`src/rtl/pio_loader_pkg.sv`:
```
// +----------------------------------------------------------------------+
// | pio_loader_pkg : shared types and constants for the PIO loader       |
// | Rev 1.0                                                              |
// +----------------------------------------------------------------------+
`default_nettype none

package pio_loader_pkg;

  typedef enum logic [1:0] {
    ST_IDLE = 2'd0,
    ST_PROG = 2'd1,
    ST_CONF = 2'd2,
    ST_RUN  = 2'd3
  } state_e;

  localparam int ACT_INSTR_DEF = 1;
  localparam int ACT_PUSH_DEF  = 4;

  // Config word layout: {mindex[37:36], action[35:32], din[31:0]}
  localparam int CONF_MIDX_HI = 37;
  localparam int CONF_ACT_HI  = 35;
  localparam int CONF_DIN_HI  = 31;

endpackage

`default_nettype wire

```
`src/rtl/pio_loader.sv`:
```
// +----------------------------------------------------------------------+
// | pio_loader : streams program + config images into the PIO, then      |
// | hands the PIO command port to a host.                   Rev 1.0      |
// +----------------------------------------------------------------------+
`default_nettype none

module pio_loader
  import pio_loader_pkg::*;
#(
  parameter int PROG_LEN   = 32,
  parameter int CONF_DEPTH = 32,
  parameter int ACT_INSTR  = ACT_INSTR_DEF,
  parameter int ACT_PUSH   = ACT_PUSH_DEF
) (
  input  logic        clk,
  input  logic        n_reset,
  input  logic        start,
  input  logic [5:0]  conf_len,
  output logic [4:0]  prog_addr,
  input  logic [15:0] prog_data,
  output logic [4:0]  conf_addr,
  input  logic [37:0] conf_data,
  input  logic        host_valid,
  output logic        host_ready,
  input  logic [5:0]  host_action,
  input  logic [1:0]  host_mindex,
  input  logic [31:0] host_din,
  input  logic [3:0]  tx_full,
  output logic [5:0]  pio_action,
  output logic [4:0]  pio_index,
  output logic [31:0] pio_din,
  output logic [1:0]  pio_mindex,
  output logic        busy,
  output logic        done
);

  localparam logic [4:0] c_prog_last = 5'(PROG_LEN - 1);

  state_e      state_q, state_d;
  logic [4:0]  p_q, p_d;
  logic [5:0]  conf_cnt_q, conf_cnt_d;
  logic [5:0]  len_q, len_d;

  // Stage 1: address issued last cycle, memory data arrives this cycle
  logic        s1_vld_q, s1_vld_d;
  logic        s1_conf_q, s1_conf_d;
  logic        s1_last_q, s1_last_d;
  logic [4:0]  s1_idx_q, s1_idx_d;

  logic [5:0]  act_q, act_d;
  logic [4:0]  idx_q, idx_d;
  logic [31:0] din_q, din_d;
  logic [1:0]  midx_q, midx_d;
  logic        busy_q, busy_d;
  logic        done_q, done_d;
  logic        push_vld_q, push_vld_d;
  logic [1:0]  push_midx_q, push_midx_d;

  logic        w_is_push;
  logic        w_blocked;
  logic        w_host_ready;
  logic        w_accept;
  logic [5:0]  w_len_clamp;

  // tx_full lags an accepted push by a cycle, so the same FIFO is held off once more
  assign w_is_push    = (host_action == 6'(ACT_PUSH));
  assign w_blocked    = w_is_push &&
                        (tx_full[host_mindex] || (push_vld_q && (push_midx_q == host_mindex)));
  assign w_host_ready = (state_q == ST_RUN) && done_q && !start && !w_blocked;
  assign w_accept     = host_valid && w_host_ready;
  assign w_len_clamp  = (int'(conf_len) > CONF_DEPTH) ? 6'(CONF_DEPTH) : conf_len;

  always_comb begin
    state_d     = state_q;
    p_d         = p_q;
    conf_cnt_d  = conf_cnt_q;
    len_d       = len_q;
    s1_vld_d    = 1'b0;
    s1_conf_d   = 1'b0;
    s1_last_d   = 1'b0;
    s1_idx_d    = 5'd0;
    act_d       = 6'd0;
    idx_d       = 5'd0;
    din_d       = 32'd0;
    midx_d      = 2'd0;
    busy_d      = busy_q;
    done_d      = done_q;
    push_vld_d  = w_accept && w_is_push;
    push_midx_d = host_mindex;

    if (s1_vld_q && s1_last_q) begin
      busy_d = 1'b0;
      done_d = 1'b1;
    end

    case (state_q)
      ST_IDLE: begin
        if (start) begin
          state_d = ST_PROG;
          p_d     = 5'd0;
          busy_d  = 1'b1;
        end
      end
      ST_PROG: begin
        s1_vld_d = 1'b1;
        s1_idx_d = p_q;
        p_d      = p_q + 5'd1;
        if (p_q == c_prog_last) begin
          p_d        = 5'd0;
          conf_cnt_d = 6'd0;
          len_d      = w_len_clamp;
          if (w_len_clamp == 6'd0) begin
            state_d   = ST_RUN;
            s1_last_d = 1'b1;
          end else begin
            state_d = ST_CONF;
          end
        end
      end
      ST_CONF: begin
        s1_vld_d   = 1'b1;
        s1_conf_d  = 1'b1;
        conf_cnt_d = conf_cnt_q + 6'd1;
        if (conf_cnt_q == (len_q - 6'd1)) begin
          s1_last_d  = 1'b1;
          conf_cnt_d = 6'd0;
          state_d    = ST_RUN;
        end
      end
      ST_RUN: begin
        if (start) begin
          state_d = ST_PROG;
          p_d     = 5'd0;
          done_d  = 1'b0;
          busy_d  = 1'b1;
        end
      end
      default: state_d = ST_IDLE;
    endcase

    // Loader and host never overlap: host_ready waits for done, which follows the last load write
    if (s1_vld_q) begin
      if (s1_conf_q) begin
        act_d  = {2'b00, conf_data[CONF_ACT_HI -: 4]};
        din_d  = conf_data[CONF_DIN_HI:0];
        midx_d = conf_data[CONF_MIDX_HI -: 2];
      end else begin
        act_d = 6'(ACT_INSTR);
        idx_d = s1_idx_q;
        din_d = {16'h0000, prog_data};
      end
    end else if (w_accept && (host_action != 6'd0)) begin
      act_d  = host_action;
      din_d  = host_din;
      midx_d = host_mindex;
    end
  end

  always_ff @(posedge clk) begin
    if (!n_reset) begin
      state_q     <= ST_IDLE;
      p_q         <= 5'd0;
      conf_cnt_q  <= 6'd0;
      len_q       <= 6'd0;
      s1_vld_q    <= 1'b0;
      s1_conf_q   <= 1'b0;
      s1_last_q   <= 1'b0;
      s1_idx_q    <= 5'd0;
      act_q       <= 6'd0;
      idx_q       <= 5'd0;
      din_q       <= 32'd0;
      midx_q      <= 2'd0;
      busy_q      <= 1'b0;
      done_q      <= 1'b0;
      push_vld_q  <= 1'b0;
      push_midx_q <= 2'd0;
    end else begin
      state_q     <= state_d;
      p_q         <= p_d;
      conf_cnt_q  <= conf_cnt_d;
      len_q       <= len_d;
      s1_vld_q    <= s1_vld_d;
      s1_conf_q   <= s1_conf_d;
      s1_last_q   <= s1_last_d;
      s1_idx_q    <= s1_idx_d;
      act_q       <= act_d;
      idx_q       <= idx_d;
      din_q       <= din_d;
      midx_q      <= midx_d;
      busy_q      <= busy_d;
      done_q      <= done_d;
      push_vld_q  <= push_vld_d;
      push_midx_q <= push_midx_d;
    end
  end

  assign prog_addr  = p_q;
  assign conf_addr  = conf_cnt_q[4:0];
  assign host_ready = w_host_ready;
  assign pio_action = act_q;
  assign pio_index  = idx_q;
  assign pio_din    = din_q;
  assign pio_mindex = midx_q;
  assign busy       = busy_q;
  assign done       = done_q;

endmodule

`default_nettype wire

```
`config.mk`:
```
export PLATFORM = sky130hd
export DESIGN_NAME = pio_loader
export DESIGN_NICKNAME = d
export VERILOG_FILES = /design/src/rtl/pio_loader_pkg.sv /design/src/rtl/pio_loader.sv
export SDC_FILE = /design/constraint.sdc
export NUM_CORES = 1
export LEC_CHECK = 0
export CELL_PAD_IN_SITES_DETAIL_PLACEMENT = 1
export CELL_PAD_IN_SITES_GLOBAL_PLACEMENT = 1
export CORE_MARGIN = 2
export CORE_UTILIZATION = 29
export DETAILED_ROUTE_END_ITERATION = 8
export GPL_TIMING_DRIVEN = 1
export PLACE_DENSITY_LB_ADDON = 0.1
export SLEW_MARGIN = 10
export SYNTH_ARGS = -nofsm -noshare
export SYNTH_HDL_FRONTEND = slang
export SYNTH_SLANG_ARGS = --single-unit
```
`constraint.sdc`:
```
create_clock -name clk -period 2.5 [get_ports clk]
set_input_delay 0.75 -clock clk [delete_from_list [all_inputs] [get_ports clk]]
set_output_delay 0.75 -clock clk [all_outputs]
set_load 0.05 [all_outputs]
```
==> summary.md, run 1 <==
| Metric | Value |
|---|---|
| Status | `finished, violations left` |
| Failing checks | `negative setup slack` |
| CP endpoint kind | `output pin` |
| Top Usage Layer GRT | `met2` |
| Initial DRC Count | `between 80 and 90` |
| Reg-to-reg endpoint | `state_q[0]$_SDFFE_PN0P_` |
| TritonCTS clock tree | `yes` |
| Effective utilization at floorplan | `29.4%` |
| Crit-path max FO | `2` |
| Worst Hold End | `pio_index[2]$_SDFF_PP0_` |
| Worst Slack Setup Final | `-0.227 ns` |
| CP arrival | `1.98 ns` |
| Final period util | `109%` |
| Die X | `~110 µm` |
| Startpoint type of the worst setup path | `primary input` |
| Part of the power in registers | `35.7%` |
| Pleak | `2.08 nW` |
| Min Tclk post-route | `2.73 ns` |
| Worst Min Path Start | `s1_idx_q[2]$_SDFF_PN0_` |
| Met2 usage | `30.2%` |
| Hold_buf cts | `0` |
| Commonest non-fill, non-tap cell in the layout | `clkdlybuf4s50_1` |
| FF-to-FF Start | `len_q[0]$_SDFFE_PN0P_` |
| Vias per inst | `4.76` |
| CTS buffer count | `9` |
| Max Fclk | `about 370 MHz` |
| CORE AREA | `11300 µm²` |
| Slew margin rel. | `59.4%` |
| H-tree Lvls | `3` |
| Worst-path cell chain | `buf_8 > mux4_2 > a31o_4 > a311oi_4 > buf_12` |
| M3 GR Usage | `under 10%` |
| DR DRC count | `0` |
| First-pass GRT wire length | `18000 µm` |
| Antenna Nets Post-Route | `0` |
| Actual slew at the worst max-slew pin | `0.607 ns` |
| CTS Buffer Depth | `2` |
| Fill count | `1267` |
| R2r setup slk | `0.37 ns` |
| Clock share of power | `a little under two fifths` |
| Drt pass-1 iters | `4` |
| Hold path depth | `1` |
| Die height | `111 µm` |
| Num rows | `39` |
| Maximum VDD drop | `0.481 mV` |
| Syn nets | `approximately 430` |
| Commonest non-fill, non-tap cells in the layout | `clkdlybuf4s50_1 (152), dfxtp_1 (77), nand2_1 (25)` |
| Fin nets | `609` |
| Yosys cell types | `53` |
| Final Max Tran Viols | `0` |
| WL final | `around 11000 µm` |
| Die Area | `12400 µm²` |
| CTS sink cnt | `77` |
| Grt met1 use | `24.6%` |
| Number of synthesized flops with an enable pin | `0` |
| Pwr/cell area | `between 600 and 700 nW/µm²` |
| Share of cells above drive strength 1 | `14.1%` |
| Worst hold path class | `flop to flop` |
| Crit Path Class | `primary input to output pin` |
| Clk slew on worst S/H paths | `0.06 ns` |
| Mapped cell area | `3330 µm²` |
| Clock skew | `0.00625 ns` |
| Net Sw Power | `0.00113 W` |
| Total grt overflow | `0` |
| Cell count after synthesis | `around 320` |
| Final Instance Area | `5520 µm²` |
| Int Pwr | `about 0.0027 W` |
| Layout area overhead | `65.8%` |
| Largest net degree at the start of global routing | `22` |
| I/O Buffers | `165` |
| Synth Flop Type | `dfxtp_1` |
| Placer congestion estimate | `0.804` |
| Detail Placement HPWL | `8830 µm` |
| Reg2reg path depth | `7` |
| Clk_lat worst skew | `0.34 ns` |
| Average routed wire per standard cell | `17.8 µm` |
| Post-Place Cells | `around 620` |
| Logic pwr share | `26.6%` |
| Fin cells | `around 640` |
| DP Area | `5190 µm²` |
| RSZ-0062 raised after global routing | `yes` |
| Initial antenna violation count | `1` |
| Pre-CTS setup slack | `-0.715 ns` |
| CP required | `1.75 ns` |
| Yosys reg bits | `77` |
| Seq/Total Area, Yosys | `~46%` |
| FFs w/ async S/R, synth | `0%` |
| Max-cap viol count | `0` |
| Slowest-stage cell, CP | `mux4_2` |
| Root buffer cell | `clkbuf_16` |
| Vias in the first global route | `about 3200` |
| Mean Syn Cell Area | `about 10 µm²` |
| Crit path largest cell delay | `approximately 0.49 ns` |
| I/O pin total | `between 150 and 200` |
| Ys Warns | `0` |
| Setup-failing EPs final | `1` |
| Sw Share | `about 30%` |
| Via count | `slightly above 3000` |
| Global-route usage over all layers | `19.1%` |
| Hold Fails Final Rpt | `0` |
-- power by group through the flow --
stage / clock, W / combinational, W / sequential, W
final: 0.00144 / 0.00101 / 0.00136
after detailed placement: 0 / 0.00102 / 0.00139
after floorplan: 0 / 0.000417 / 0.00156
after CTS: 0.00147 / 0.00103 / 0.00136
after global routing: 0.00153 / 0.00110 / 0.00137
after global placement: 0 / 0.00100 / 0.00139
-- routing by layer --
layer | wire length, µm | vias up
li1 | - | 1493
met1 | 5230 | 1433
met2 | 5200 | 112
met3 | 712 | 21
met4 | 291 | 0
met5 | 0 | -
-- worst max-delay path, delay by kind of cell --
kind                   cells  cell delay [ns]
multiplexers               1             0.49
AO/OA/AOI/OAI              2             0.48
buffers and inverters      2             0.25
-- per-stage QoR --
step,hold WS [ns],setup TNS (ns),utilization [%],power (W)
floorplan,0.406,-0.253,-,0.00198
global placement,0.408,-11.41,45.9,0.00239
detailed placement,0.415,-12.00,45.9,0.00241
CTS,0.430,-0.328,48.7,0.00387
global route,0.436,-0.272,48.8,0.00400
finish,0.425,-0.227,48.8,0.00382
-- area by class of cell --
class,count,area [µm²],share of cell area (%)
multi-input cells,210,1610,29.2
flip-flops and latches,77,1540,27.9
repair buffers,185,1820,33.0
clock inverters,3,67.6,1.22
clock buffers,13,260,4.71
well taps,143,179,3.24
diodes,1,2.50,0.0453
inverters,10,37.5,0.680
-- logic make-up after synthesis --
| logic type | synth area share (%) |
|---|---|
| flops | 46.3 |
| fa+ha+maj | 3.00 |
| compound gates | 19.8 |
| mux | 6.68 |
| buf+inv | 6.12 |
| simple gates | 15.2 |
| xor+xnor | 2.89 |
-- flip-flops by register name (all words and copies together), names as in the netlist, 5 cells and up --
name,cells
pio_index,5
len_q,6
prog_addr,5
pio_din,32
pio_action,6
s1_idx_q,5
conf_cnt_q,6
-- synthesized netlist by cell type (2+ instances only) --
library cell / n / area (µm²)
dfxtp_1: 77 / 1540
nand2_1: 25 / 93.8
mux2i_1: 20 / 200
nor2_1: 19 / 71.3
a22o_1: 14 / 123
a21oi_1: 10 / 50.1
and2_1: 10 / 62.6
inv_1: 10 / 37.5
o2bb2ai_2: 10 / 150
clkbuf_1: 9 / 33.8
xnor2_1: 9 / 78.8
ha_1: 8 / 100
and3_1: 7 / 43.8
a22o_2: 6 / 60.1
nand3_1: 6 / 30.0
nor3_1: 6 / 30.0
nor3b_1: 6 / 45.0
o2bb2ai_1: 6 / 52.6
buf_4: 5 / 37.5
o21ai_0: 5 / 25.0
a22oi_1: 4 / 30.0
buf_12: 4 / 80.1
o211ai_1: 4 / 30.0
buf_2: 3 / 15.0
a211oi_1: 2 / 15.0
nand2b_1: 2 / 12.5
nor2_4: 2 / 22.5
o31ai_1: 2 / 15.0
or4_4: 2 / 22.5
xor2_1: 2 / 17.5
-- worst max path at each step --
stage / to / from / slack (ns)
floorplan: host_ready / host_mindex[0] / -0.25
global placement: host_ready / host_mindex[0] / -0.69
detailed placement: host_ready / host_mindex[0] / -0.71
CTS: host_ready / host_mindex[0] / -0.33
global route: host_ready / host_mindex[0] / -0.27
finish: host_ready / host_mindex[0] / -0.23
-- what timing repair did --
action	in CTS	in global routing
endpoints found under the setup margin	1	1
resized for setup	25	3
gates cloned	0	0
setup buffers	1	0
pin swaps	3	4
Note: power is estimated with default switching activity, not from simulation.
==> inputs of run 2 (changes only) <==
--- a/config.mk
+++ b/config.mk
@@ -11,6 +11,7 @@
 export CORE_UTILIZATION = 29
 export DETAILED_ROUTE_END_ITERATION = 8
 export GPL_TIMING_DRIVEN = 1
+export MAX_ROUTING_LAYER = met4
 export PLACE_DENSITY_LB_ADDON = 0.1
 export SLEW_MARGIN = 10
 export SYNTH_ARGS = -nofsm -noshare
==> run 2 against run 1 <==
Effect of this change:
- the run still ends with negative setup slack left
- worst setup slack about the same
- sequential power about the same
- critical path depth unchanged
- critical endpoint unchanged
==> summary.md, run 2 (synthesis gave the netlist of run 1 again) <==
| Metric | Value |
|---|---|
| Status | `finished, violations left (unchanged)` |
| Failing checks | `negative setup slack (unchanged)` |
| Slowest-stage cell, CP | `mux4_2 (unchanged)` |
| Share of cells above drive strength 1 | `14.1% (unchanged)` |
| Die Area | `12400 µm² (unchanged)` |
| Number of flip-flops in the largest register | `32 (unchanged)` |
| Startpoint type of the worst setup path | `primary input (unchanged)` |
| Worst Path Buf+Inv | `2 (unchanged)` |
| Pwr/cell area | `691 nW/µm² (about the same)` |
| Pleak | `2.08 nW (unchanged)` |
| Pre-CTS setup slack | `-0.715 ns (unchanged)` |
| Total grt overflow | `0 (unchanged)` |
| Initial antenna violation count | `1 (unchanged)` |
| R2r setup slk | `0.37 ns (about the same)` |
| Die height | `111 µm (unchanged)` |
| Slew margin rel. | `60.3% (was 59.4%)` |
| Antenna Nets Post-Route | `0 (unchanged)` |
| Initial DRC Count | `84 (was 88)` |
| Reg-to-reg endpoint | `state_q[0]$_SDFFE_PN0P_ (unchanged)` |
| Final Max Tran Viols | `0 (unchanged)` |
| CP endpoint kind | `output pin (unchanged)` |
| Global-route usage over all layers | `19.6% (was 19.1%)` |
| FF-to-FF Start | `len_q[0]$_SDFFE_PN0P_ (unchanged)` |
| Worst Slack Setup Final | `-0.227 ns (about the same)` |
| H-tree Lvls | `3 (unchanged)` |
| Crit path largest cell delay | `0.49 ns (about the same)` |
| Sw Share | `29.7% (about the same)` |
| Max Fclk | `367 MHz (about the same)` |
| CP arrival | `1.98 ns (about the same)` |
| Int Pwr | `0.00268 W (about the same)` |
| Num rows | `39 (unchanged)` |
| First-pass GRT wire length | `18000 µm (about the same)` |
| Commonest non-fill, non-tap cell in the layout | `clkdlybuf4s50_1 (unchanged)` |
| Worst hold path class | `flop to flop (unchanged)` |
| Clock share of power | `37.8% (was 37.7%)` |
| Clk_lat worst skew | `0.34 ns (about the same)` |
| I/O pin total | `166 (unchanged)` |
| Hold Fails Final Rpt | `0 (unchanged)` |
| CTS buffer count | `9 (unchanged)` |
| CTS sink cnt | `77 (unchanged)` |
| CP required | `1.75 ns (about the same)` |
| Worst-path cell chain | `buf_8 > mux4_2 > a31o_4 > a311oi_4 > buf_12 (unchanged)` |
| Setup-failing EPs final | `1 (unchanged)` |
| Maximum VDD drop | `0.480 mV (was 0.481 mV)` |
| CTS Buffer Depth | `2 (unchanged)` |
| Max-cap viol count | `0 (unchanged)` |
| Placer congestion estimate | `0.816 (was 0.804)` |
| Fin nets | `609 (unchanged)` |
| Net Sw Power | `0.00113 W (about the same)` |
| Largest net degree at the start of global routing | `22 (unchanged)` |
| Effective utilization at floorplan | `29.4% (unchanged)` |
| WL final | `11400 µm (about the same)` |
| RSZ-0062 raised after global routing | `yes (unchanged)` |
| Commonest non-fill, non-tap cells in the layout | `clkdlybuf4s50_1 (152), dfxtp_1 (77), nand2_1 (25) (unchanged)` |
| Crit-path leading delay family | `multiplexers (unchanged)` |
| Actual slew at the worst max-slew pin | `0.593 ns (was 0.607 ns)` |
| Layout area overhead | `65.8% (unchanged)` |
| Die X | `111 µm (unchanged)` |
| Worst Min Path Start | `s1_idx_q[2]$_SDFF_PN0_ (unchanged)` |
| Vias per inst | `4.77 (was 4.76)` |
| Clock skew | `0.00614 ns (was 0.00625 ns)` |
| Min Tclk post-route | `2.73 ns (about the same)` |
| I/O Buffers | `165 (unchanged)` |
| TritonCTS clock tree | `yes (unchanged)` |
| Vias in the first global route | `3168 (was 3165)` |
| Logic pwr share | `26.5% (was 26.6%)` |
| Average routed wire per standard cell | `17.8 µm (about the same)` |
| Root buffer cell | `clkbuf_16 (unchanged)` |
| Crit Path Class | `primary input to output pin (unchanged)` |
| DR DRC count | `0 (unchanged)` |
| Overall power | `0.00382 W (about the same)` |
| Clk slew on worst S/H paths | `0.06 ns (about the same)` |
| Crit-path max FO | `2 (unchanged)` |
| Hold_buf cts | `0 (unchanged)` |
| Detail Placement HPWL | `8830 µm (unchanged)` |
| Via count | `3061 (was 3059)` |
| Hold path depth | `1 (unchanged)` |
| Final period util | `109% (about the same)` |
| Part of the power in registers | `35.7% (about the same)` |
| Reg2reg path depth | `7 (unchanged)` |
| Worst Hold End | `pio_index[2]$_SDFF_PP0_ (unchanged)` |
| Drt pass-1 iters | `4 (unchanged)` |
| CORE AREA | `11300 µm² (unchanged)` |
==> run 2: how the worst max path moves through the flow <==
stage	start	end	slack, ns	depth (start not counted)
2_1_floorplan	host_mindex[0]	host_ready	-0.25	3
3_3_place_gp	host_mindex[0]	host_ready	-0.69	5
3_5_place_dp	host_mindex[0]	host_ready	-0.71	5
4_1_cts	host_mindex[0]	host_ready	-0.33	5
5_1_grt	host_mindex[0]	host_ready	-0.27	5
6_report	host_mindex[0]	host_ready	-0.23	5
==> run 2: metal layers <==
| metal | track usage [%] | part of all wire [%] | vias up |
|---|---|---|---|
| li1 | - | - | 1493 |
| met1 | 24.4 | 45 | 1435 |
| met2 | 30.3 | 46 | 110 |
| met3 | 4.65 | 6.2 | 23 |
| met4 | 8.81 | 2.5 | 0 |
| met5 | - | 0 | - |
==> run 2: power by group through the flow <==
stage               Clock (W)  Sequential [W]  Combinational [W]
floorplan                   0         0.00156           0.000417
global placement            0         0.00139            0.00100
detailed placement          0         0.00139            0.00102
CTS                   0.00147         0.00136            0.00103
global route          0.00153         0.00137            0.00110
finish                0.00144         0.00136            0.00101
==> run 2: what timing repair did <==
action                                  4_1_cts  5_1_grt
buffers inserted                              1        0
pin swaps                                     3        4
endpoints found under the setup margin        1        1
gates resized for setup                      25        3
==> run 2: cell type report <==
type | count | area [µm²]
tap | 143 | 179
clock buffer | 13 | 260
sequential | 77 | 1540
fill | 1268 | 5800
antenna | 1 | 2.50
multi-input combinational | 210 | 1610
inverter | 10 | 37.5
timing repair buffer | 185 | 1820
clock inverter | 3 | 67.6
==> run 2: through the flow <==
| step | hold WS (ns) | TNS [ns] | cell area [µm²] | cells | util, % |
|---|---|---|---|---|---|
| 2_1_floorplan | 0.406 | -0.253 | 3360 | 318 | - |
| 3_3_place_gp | 0.408 | -11.41 | 5190 | 624 | 45.9 |
| 3_5_place_dp | 0.415 | -12.00 | 5190 | 624 | 45.9 |
| 4_1_cts | 0.430 | -0.328 | 5510 | 641 | 48.7 |
| 5_1_grt | 0.436 | -0.272 | 5520 | 642 | 48.8 |
| 6_report | 0.425 | -0.227 | 5520 | 642 | 48.8 |
==> inputs of run 3 (changes only) <==
--- a/config.mk
+++ b/config.mk
@@ -5,6 +5,8 @@
 export SDC_FILE = /design/constraint.sdc
 export NUM_CORES = 1
 export LEC_CHECK = 0
+export ABC_CLOCK_PERIOD_IN_PS = 2500
+export CAP_MARGIN = 25
 export CELL_PAD_IN_SITES_DETAIL_PLACEMENT = 1
 export CELL_PAD_IN_SITES_GLOBAL_PLACEMENT = 1
 export CORE_MARGIN = 2
==> results of run 3 <==
No change in the layout: final DEF, timing and power equal those of run 2.
